`src/rtl/wb_port_arbiter_if.sv`:
```
// Write-back port bundle: pipeline write-back, long-unit handshake,
// register-file write port, stall request and hazard query.
interface wb_port_arbiter_if;
    logic        reg_write_w;
    logic [4:0]  rd_w;
    logic [31:0] result_w;
    logic        lu_valid;
    logic        lu_ready;
    logic [4:0]  lu_rd;
    logic [31:0] lu_data;
    logic        rf_we;
    logic [4:0]  rf_addr;
    logic [31:0] rf_wd;
    logic        stall_wb;
    logic [4:0]  chk_rd;
    logic        chk_busy;
    logic [1:0]  fifo_count;

    // pipeline / long unit / hazard-query side
    modport master (
        output reg_write_w, rd_w, result_w, lu_valid, lu_rd, lu_data, chk_rd,
        input  lu_ready, rf_we, rf_addr, rf_wd, stall_wb, chk_busy, fifo_count
    );

    // arbiter side
    modport slave (
        input  reg_write_w, rd_w, result_w, lu_valid, lu_rd, lu_data, chk_rd,
        output lu_ready, rf_we, rf_addr, rf_wd, stall_wb, chk_busy, fifo_count
    );
endinterface

```
`src/rtl/wb_port_arbiter.sv`:
```
// Shares the single register-file write port between the pipeline
// write-back stage and a long-latency unit (mul/div).  Long-unit results
// wait in a 2-entry in-order FIFO; the pipeline has priority, but a head
// entry blocked for STARVE_LIMIT cycles forces a one-cycle write-back stall.
module wb_port_arbiter #(
    parameter int unsigned STARVE_LIMIT = 4
) (
    input  logic              clk,
    input  logic              rst_n,
    wb_port_arbiter_if.slave  bus
);

    // Counter never holds STARVE_LIMIT itself: reaching it clears the
    // counter and arms the stall on the same edge.
    localparam logic [3:0] LP_STARVE_LAST = 4'(STARVE_LIMIT - 1);

    logic [4:0]  r_rd   [2];
    logic [31:0] r_data [2];
    logic        r_head;
    logic [1:0]  r_count;
    logic [3:0]  r_starve;
    logic        r_stall;

    logic        w_fifo_ne;
    logic        w_pipe_act;
    logic        w_use_pipe;
    logic        w_deq;
    logic        w_blocked;
    logic        w_acc;
    logic        w_enq;
    logic        w_tail;
    logic        w_starve_hit;
    logic [1:0]  w_slot_vld;

    assign w_fifo_ne    = (r_count != 2'd0);
    assign w_pipe_act   = bus.reg_write_w && (bus.rd_w != 5'd0);
    assign w_use_pipe   = w_pipe_act && !r_stall;
    assign w_deq        = w_fifo_ne && !w_use_pipe;
    assign w_blocked    = w_fifo_ne && w_use_pipe;
    // Deliberately not looking at w_deq: a full FIFO refuses even when
    // it is draining this cycle.
    assign bus.lu_ready = (r_count < 2'd2);
    assign w_acc        = bus.lu_valid && bus.lu_ready;
    assign w_enq        = w_acc && (bus.lu_rd != 5'd0);
    // With count 0 the tail is the head slot, with count 1 the other slot.
    assign w_tail       = r_head ^ r_count[0];
    assign w_starve_hit = w_blocked && (r_starve == LP_STARVE_LAST);

    assign bus.stall_wb   = r_stall;
    assign bus.fifo_count = r_count;

    // Register-file port mux: pipeline first, else FIFO head, else zeros.
    always_comb begin
        bus.rf_we   = 1'b0;
        bus.rf_addr = 5'd0;
        bus.rf_wd   = 32'd0;
        if (w_use_pipe) begin
            bus.rf_we   = 1'b1;
            bus.rf_addr = bus.rd_w;
            bus.rf_wd   = bus.result_w;
        end else if (w_fifo_ne) begin
            bus.rf_we   = 1'b1;
            bus.rf_addr = r_rd[r_head];
            bus.rf_wd   = r_data[r_head];
        end
    end

    // Hazard query against every occupied FIFO slot.
    always_comb begin
        w_slot_vld[0] = (r_count == 2'd2) || ((r_count == 2'd1) && (r_head == 1'b0));
        w_slot_vld[1] = (r_count == 2'd2) || ((r_count == 2'd1) && (r_head == 1'b1));
        bus.chk_busy  = 1'b0;
        for (int i = 0; i < 2; i++) begin
            if (w_slot_vld[i] && (r_rd[i] == bus.chk_rd) && (bus.chk_rd != 5'd0)) begin
                bus.chk_busy = 1'b1;
            end
        end
    end

    // FIFO payload storage; occupancy tracking makes stale slots harmless.
    always_ff @(posedge clk) begin
        if (w_enq) begin
            r_rd[w_tail]   <= bus.lu_rd;
            r_data[w_tail] <= bus.lu_data;
        end
    end

    // FIFO head pointer and occupancy.
    always_ff @(posedge clk or negedge rst_n) begin
        if (!rst_n) begin
            r_head  <= 1'b0;
            r_count <= 2'd0;
        end else begin
            if (w_deq) begin
                r_head <= ~r_head;
            end
            r_count <= r_count + {1'b0, w_enq} - {1'b0, w_deq};
        end
    end

    // Starvation counter and the one-cycle write-back stall it triggers.
    always_ff @(posedge clk or negedge rst_n) begin
        if (!rst_n) begin
            r_starve <= 4'd0;
            r_stall  <= 1'b0;
        end else begin
            r_stall <= w_starve_hit;
            if (!w_blocked || w_starve_hit) begin
                r_starve <= 4'd0;
            end else begin
                r_starve <= r_starve + 4'd1;
            end
        end
    end

endmodule

```
`src/flat_wrapper.sv`:
```
// flat-port wrapper written by rule: the top's interface ports become plain ports
module wb_port_arbiter_flat 
#(
    parameter int unsigned STARVE_LIMIT = 4
)
  (clk, rst_n, bus_reg_write_w, bus_rd_w, bus_result_w, bus_lu_valid, bus_lu_rd, bus_lu_data, bus_chk_rd, bus_lu_ready, bus_rf_we, bus_rf_addr, bus_rf_wd, bus_stall_wb, bus_chk_busy, bus_fifo_count);
  wb_port_arbiter_if bus_i ();
  input  logic clk;
  input  logic rst_n;
  input wire logic [$bits(bus_i.reg_write_w)-1:0] bus_reg_write_w;
  input wire logic [$bits(bus_i.rd_w)-1:0] bus_rd_w;
  input wire logic [$bits(bus_i.result_w)-1:0] bus_result_w;
  input wire logic [$bits(bus_i.lu_valid)-1:0] bus_lu_valid;
  input wire logic [$bits(bus_i.lu_rd)-1:0] bus_lu_rd;
  input wire logic [$bits(bus_i.lu_data)-1:0] bus_lu_data;
  input wire logic [$bits(bus_i.chk_rd)-1:0] bus_chk_rd;
  output wire logic [$bits(bus_i.lu_ready)-1:0] bus_lu_ready;
  output wire logic [$bits(bus_i.rf_we)-1:0] bus_rf_we;
  output wire logic [$bits(bus_i.rf_addr)-1:0] bus_rf_addr;
  output wire logic [$bits(bus_i.rf_wd)-1:0] bus_rf_wd;
  output wire logic [$bits(bus_i.stall_wb)-1:0] bus_stall_wb;
  output wire logic [$bits(bus_i.chk_busy)-1:0] bus_chk_busy;
  output wire logic [$bits(bus_i.fifo_count)-1:0] bus_fifo_count;
  assign bus_i.reg_write_w = bus_reg_write_w;
  assign bus_i.rd_w = bus_rd_w;
  assign bus_i.result_w = bus_result_w;
  assign bus_i.lu_valid = bus_lu_valid;
  assign bus_i.lu_rd = bus_lu_rd;
  assign bus_i.lu_data = bus_lu_data;
  assign bus_i.chk_rd = bus_chk_rd;
  assign bus_lu_ready = bus_i.lu_ready;
  assign bus_rf_we = bus_i.rf_we;
  assign bus_rf_addr = bus_i.rf_addr;
  assign bus_rf_wd = bus_i.rf_wd;
  assign bus_stall_wb = bus_i.stall_wb;
  assign bus_chk_busy = bus_i.chk_busy;
  assign bus_fifo_count = bus_i.fifo_count;
  wb_port_arbiter #(.STARVE_LIMIT(STARVE_LIMIT)) u_core (.clk(clk), .rst_n(rst_n), .bus(bus_i));
endmodule
```
`config.mk`:
```
export PLATFORM = sky130hd
export DESIGN_NAME = wb_port_arbiter_flat
export DESIGN_NICKNAME = d
export VERILOG_FILES = /design/src/rtl/wb_port_arbiter_if.sv /design/src/rtl/wb_port_arbiter.sv /design/src/flat_wrapper.sv
export SDC_FILE = /design/constraint.sdc
export NUM_CORES = 1
export LEC_CHECK = 0
export ABC_AREA = 1
export CORE_MARGIN = 2
export CORE_UTILIZATION = 45
export DETAILED_ROUTE_END_ITERATION = 8
export GPL_TIMING_DRIVEN = 0
export HOLD_SLACK_MARGIN = 0.1
export PLACE_DENSITY = 0.79
export SLEW_MARGIN = 10
export SYNTH_ARGS = -nofsm -noshare
export SYNTH_HDL_FRONTEND = slang
export SYNTH_SLANG_ARGS = --single-unit
```
`constraint.sdc`:
```
create_clock -name clk -period 3.56 [get_ports clk]
set_input_delay 0.712 -clock clk [delete_from_list [all_inputs] [get_ports clk]]
set_output_delay 0.712 -clock clk [all_outputs]
set_load 0.02 [all_outputs]
```
==> results of run 1 <==
power by group through the flow:
stage                     clock [W]  combinational, W  sequential, W
final                      0.000768           0.00146        0.00136
after detailed placement          0           0.00147        0.00138
after floorplan                   0          0.000834        0.00139
after global routing       0.000829           0.00159        0.00138
after CTS                  0.000786           0.00148        0.00136
after global placement            0           0.00140        0.00139
registers in the layout, indices dropped and copies added, names as in the netlist:
register / count
u_core.r_head: 1
u_core.r_rd: 10
u_core.bus.stall_wb: 1
u_core.r_starve: 4
u_core.bus.fifo_count: 2
u_core.r_data: 64
cells in the final DEF (no fill, tap or decap), drive strengths merged, types with 5 or more instances in the layout:
cell / Yosys / routed
inv: 22 / 22
dfrtp: 8 / 8
nand2: 68 / 68
buf: 10 / 11
clkdlybuf4s50: 0 / 121
nor2: 22 / 22
clkbuf: 2 / 13
edfxtp: 74 / 74
a21oi: 5 / 5
o21ai: 36 / 36
nand3: 8 / 8
mux2i: 33 / 33
xnor2: 5 / 5
layer usage:
metal / global-route usage / routed length (um) / up-vias
met5: 0 / 0 / -
met4: 0.0737 / 76 / 0
met3: 0.0535 / 678 / 7
met2: 0.318 / 4030 / 113
met1: 0.226 / 3230 / 1262
li1: - / - / 1333
logic make-up (layout without fill, tap and decap cells):
kind of cell	count (synthesis)	in the layout	synth area share
flip-flops	82	82	0.659
XOR/XNOR	9	9	0.0214
multiplexers	33	33	0.0899
adder cells (fa/ha/maj)	3	3	0.0102
AO/OA/AOI/OAI	42	42	0.0678
buffers and inverters	34	176	0.0432
AND/OR/NAND/NOR	101	101	0.108
final cells by class:
class                   instances  area [um2]  share of cell area
multi-input cells             188        1110               0.207
clock inverters                 5         104              0.0194
flip-flops and latches         82        2420               0.452
plain buffers                  12        78.8              0.0147
well taps                     102         128              0.0238
clock buffers                  10         128              0.0238
inverters                      22        82.6              0.0154
repair buffers                127        1310               0.244
metrics by stage:
stage,setup WS [ns],TNS (ns),cells,area (um2),power (W)
final,0.158,0,548,5360,0.00358
after global routing,0.00159,0,548,5360,0.00379
after CTS,0.0630,0,548,5350,0.00362
after detailed placement,0.0903,0,533,5120,0.00285
after global placement,-1.28,-79.09,531,5050,0.00278
after floorplan,0.383,0,304,3670,0.00222
worst max-delay path, stage by stage:
cell and delay [ns]:
clkdlybuf4s50_1 0.45, inv_1 0.04, nor2_1 0.14, nand2_2 0.12
inv_2 0.18, buf_2 0.25, nand2_1 0.07, o21ai_0 0.08
clkdlybuf4s50_1 0.63
final timing paths:
kind	endpoint	slack [ns]	cells after the start
worst min-delay path	u_core.r_starve[0]$_DFF_PN0_	0.47	1
worst min register to register	u_core.r_starve[0]$_DFF_PN0_	0.47	1
worst max register to register	u_core.bus.fifo_count[1]$_DFF_PN0_	1.53	10
min in group asynchronous	u_core.bus.fifo_count[1]$_DFF_PN0_	0.66	1
max in group asynchronous	u_core.r_starve[1]$_DFF_PN0_	2.61	1
worst max-delay path	bus_rf_wd[10]	0.16	9
==> flow_metrics.tcl, run 1 <==
set metrics [dict create \
    ys_seq_elements 82 \
    synth_top_cell_by_area "edfxtp_1" \
    rsz0062_at_grt "false" \
    dr_total_vias 2715 \
    ctsHoldBuffers 0 \
    critPathKind "primary input to output pin" \
    final_max_slew_viol_count 0 \
    finalCritPeriodShare 0.956 \
    drc_errors 0 \
    clk_path_buf_depth 2 \
    synth-edff-count 74 \
    start_util 0.471 \
    die_h_um 94.4 \
    cts_made_buffers 9 \
    fillers 601 \
    netlist_top_cells_count "74 x edfxtp_1, 66 x nand2_1, 33 x mux2i_1" \
    viasPerCell 4.95 \
    path_clk_slew_ns 0.08 \
    switchingPower_w 0.00118 \
    power_frac_seq 0.378 \
    syn_area_um2 3670 \
    slew_headroom 0.551 \
    post_cts_buffers 0 \
    arrival_ns 2.69 \
    fin_util 0.687 \
    critPathLaunch "bus_reg_write_w" \
    clock-sinks 82 \
    die_area_um2 8900 \
    final_nets 528 \
    async_flop_share 0.0976 \
    cts_resized 0 \
    htreeDepth 3 \
    r2r-start "u_core.bus.fifo_count[0]$_DFF_PN0_" \
    fin_skew_ns 0.0127 \
    max_freq_mhz 294 \
    whs_ns 0.474 \
    area_growth_pct 46.0 \
    p_leak_nw 2.14 \
    port_buffers 125 \
    rows 32 \
    cts_tree "built" \
    final-setup-viol-count 0 \
    syn_nets 390 \
    grt_pass1_wl_um 12600 \
    hold_viol 0 \
    grt_pass1_vias 2741 \
    ys.flop_type "edfxtp_1" \
    p_int_w 0.00240 \
    clk_latency_ns 0.34 \
    path_max_fanout 10 \
    drive_gt1_frac 0.0942 \
    end_kind "output pin" \
    gp_congestion 0.892 \
    dieWidth_um 94.4 \
    vdd_drop_max_uv 397 \
    yosysMostFrequentCell "edfxtp_1" \
    synth.distinct_cells 23 \
    grt_max_degree 25 \
    pwr-share-comb 0.407 \
    netlist_instances 304 \
    cts_root_buf "clkbuf_8" \
    hold_class "flop to flop" \
    start_kind "primary input" \
    yosysTopAreaCellShare 0.605 \
    yosys_warnings 0 \
    netlist_top_cells_area "edfxtp_1 60%, mux2i_1 9.0%, nand2_1 6.7%, dfrtp_1 5.4%, o21ai_0 2.7%" \
    first_pass_iters 4 \
    drt_iter0_markers 112 \
    power.share.clock 0.214 \
    power_density_nw_per_um2 668 \
    grt_usage 0.187 \
    diodes 0 \
    wl_per_cell_um 14.6 \
    period_needed_ns 3.40 \
    ys_seq_area_frac 0.659 \
    hp-start "u_core.r_starve[0]$_DFF_PN0_" \
    tightest_slew_ns 0.672 \
    grt_overflow 0 \
    routed_wl_um 8020 \
    antenna_left 0 \
    syn-mean-instance-area_um2 12.1 \
    drv_cap 0 \
    status "finished, final reports clean" \
    worstPathRequired_ns 2.85 \
    hpwl_um 5950 \
    switching_share 0.330 \
    core_um2 7810 \
    io_pins 126 \
    antenna_found_initial 0 \
]
Power figures use the tool's default switching activity.
==> run 2, diff against run 1 <==
Settings changed: CAP_MARGIN from default to 25.
==> run 2 against run 1 <==
Net effect: combinational power about the same; global-route usage unchanged; first-iteration DRC count did not move; count of clock-buffer cells in the layout is the same; critical path depth unchanged; core utilization stayed put.
==> flow_metrics.tcl, run 2 (synthesis results as in run 1) <==
set metrics [dict create \
    dpl-instance-area_um2 5120 \
    port_buffers 125 \
    hpwl_um 5950 \
    grt_pass1_wl_um 12600 \
    cts_root_buf "clkbuf_8" \
    area.sequential_um2 2420 \
    top_regs "u_core.r_data x64, u_core.r_rd x10, u_core.r_starve x4" \
    path_cells "clkdlybuf4s50_1 -> inv_1 -> nor2_1 -> nand2_2 -> inv_2 -> buf_2 -> nand2_1 -> o21ai_0 -> clkdlybuf4s50_1" \
    path_clk_slew_ns 0.08 \
    cpPeakStageDelay_ns 0.63 \
    cts_made_buffers 9 \
    antenna_left 0 \
    dr_total_vias 2715 \
    dieWidth_um 94.4 \
    viasPerCell 4.95 \
    grt_usage 0.187 \
    clk_latency_ns 0.34 \
    cts_tree "built" \
    finalCritPeriodShare 0.956 \
    whs_ns 0.474 \
    rows 32 \
    fin_skew_ns 0.0127 \
    die_area_um2 8900 \
    drive_gt1_frac 0.0942 \
    status "finished, final reports clean" \
    mostFrequentLayoutCell "clkdlybuf4s50_1" \
    critical_path.most_common_cell "clkdlybuf4s50_1" \
    grt_pass1_vias 2741 \
    htreeDepth 3 \
    area_growth_pct 46.0 \
    final_max_slew_viol_count 0 \
    ctsHoldBuffers 0 \
    arrival_ns 2.69 \
    rsz0062_at_grt "false" \
    slew_headroom 0.551 \
    first_pass_iters 4 \
    p_leak_nw 2.14 \
    r2r-start "u_core.bus.fifo_count[0]$_DFF_PN0_" \
    start_kind "primary input" \
    critPathLaunch "bus_reg_write_w" \
    max_freq_mhz 294 \
    cp_slowest_cell "clkdlybuf4s50_1" \
    whs_path_depth 1 \
    fin_area_um2 5360 \
    final_cell_mix "121 x clkdlybuf4s50_1, 74 x edfxtp_1, 66 x nand2_1, 33 x mux2i_1" \
    drt_iter0_markers 112 \
    drc_errors 0 \
    drv_cap 0 \
    cts_resized 0 \
    regMostFlops "u_core.r_data" \
    antenna_found_initial 0 \
    post_cts_buffers 0 \
    fillers 601 \
    vdd_drop_max_uv 397 \
    diodes 0 \
    critPathKind "primary input to output pin" \
    largest_register_ffs 64 \
    clk_path_buf_depth 2 \
    period_needed_ns 3.40 \
    start_util 0.471 \
    routed_wl_um 8020 \
    grt_overflow 0 \
    core_um2 7810 \
    final_nets 528 \
    fin_util 0.687 \
    path_max_fanout 10 \
    die_h_um 94.4 \
    hp-start "u_core.r_starve[0]$_DFF_PN0_" \
    final-setup-viol-count 0 \
    post-place-ws_ns 0.0903 \
    wl_per_cell_um 14.6 \
    worstPathRequired_ns 2.85 \
    end_kind "output pin" \
    tightest_slew_ns 0.672 \
    grt_max_degree 25 \
    setup_slack_ns 0.158 \
    gp_congestion 0.892 \
    multi_input_area_um2 1110 \
    hold_class "flop to flop" \
    rr_worst_depth 10 \
    io_pins 126 \
    clock-sinks 82 \
    hold_viol 0 \
    power_density_nw_per_um2 668 \
]
-- run 2: cell counts in the layout (fill, tap and decap cells not counted) --
No cell type changed its count.
-- run 2: metal layers --
layer,GRT usage,up-vias,routed length [um]
met5,0,-,0
met4,0.0737,0,76
met3,0.0535,7,678
met2,0.318,113,4030
met1,0.226,1262,3230
li1,-,1333,-
-- run 2: area by class of cell --
class	count	share of cell area
Buffer	12	0.0147
Clock buffer	10	0.0238
Sequential cell	82	0.452
Multi-Input combinational cell	188	0.207
Timing Repair Buffer	127	0.244
Clock inverter	5	0.0194
Inverter	22	0.0154
Tap cell	102	0.0238
-- run 2: worst paths after layout --
check	end	slack, ns
max in group asynchronous	u_core.r_starve[1]$_DFF_PN0_	2.61
worst max register to register	u_core.bus.fifo_count[1]$_DFF_PN0_	1.53
worst min-delay path	u_core.r_starve[0]$_DFF_PN0_	0.47
worst min register to register	u_core.r_starve[0]$_DFF_PN0_	0.47
worst max-delay path	bus_rf_wd[10]	0.16
min in group asynchronous	u_core.bus.fifo_count[1]$_DFF_PN0_	0.66
-- run 2: report_power, final --
group          internal [W]  total, W  leakage, nW  switching [W]
Combinational      0.000650   0.00146         1.25       0.000809
Clock              0.000462  0.000768        0.116       0.000306
Sequential          0.00129   0.00136        0.782      0.0000681
-- run 2: worst max-delay path, delay by kind of cell --
family	cells	cell delay [ns]
AOI/OAI and AO/OA	1	0.08
buffers and inverters	5	1.55
and+or+nand+nor	3	0.33
-- run 2: metrics by stage --
step           power, W  TNS, ns  cells
3_3_place_gp    0.00278   -79.09    531
6_report        0.00358        0    548
2_1_floorplan   0.00222        0    304
3_5_place_dp    0.00285        0    533
4_1_cts         0.00362        0    548
5_1_grt         0.00379        0    548
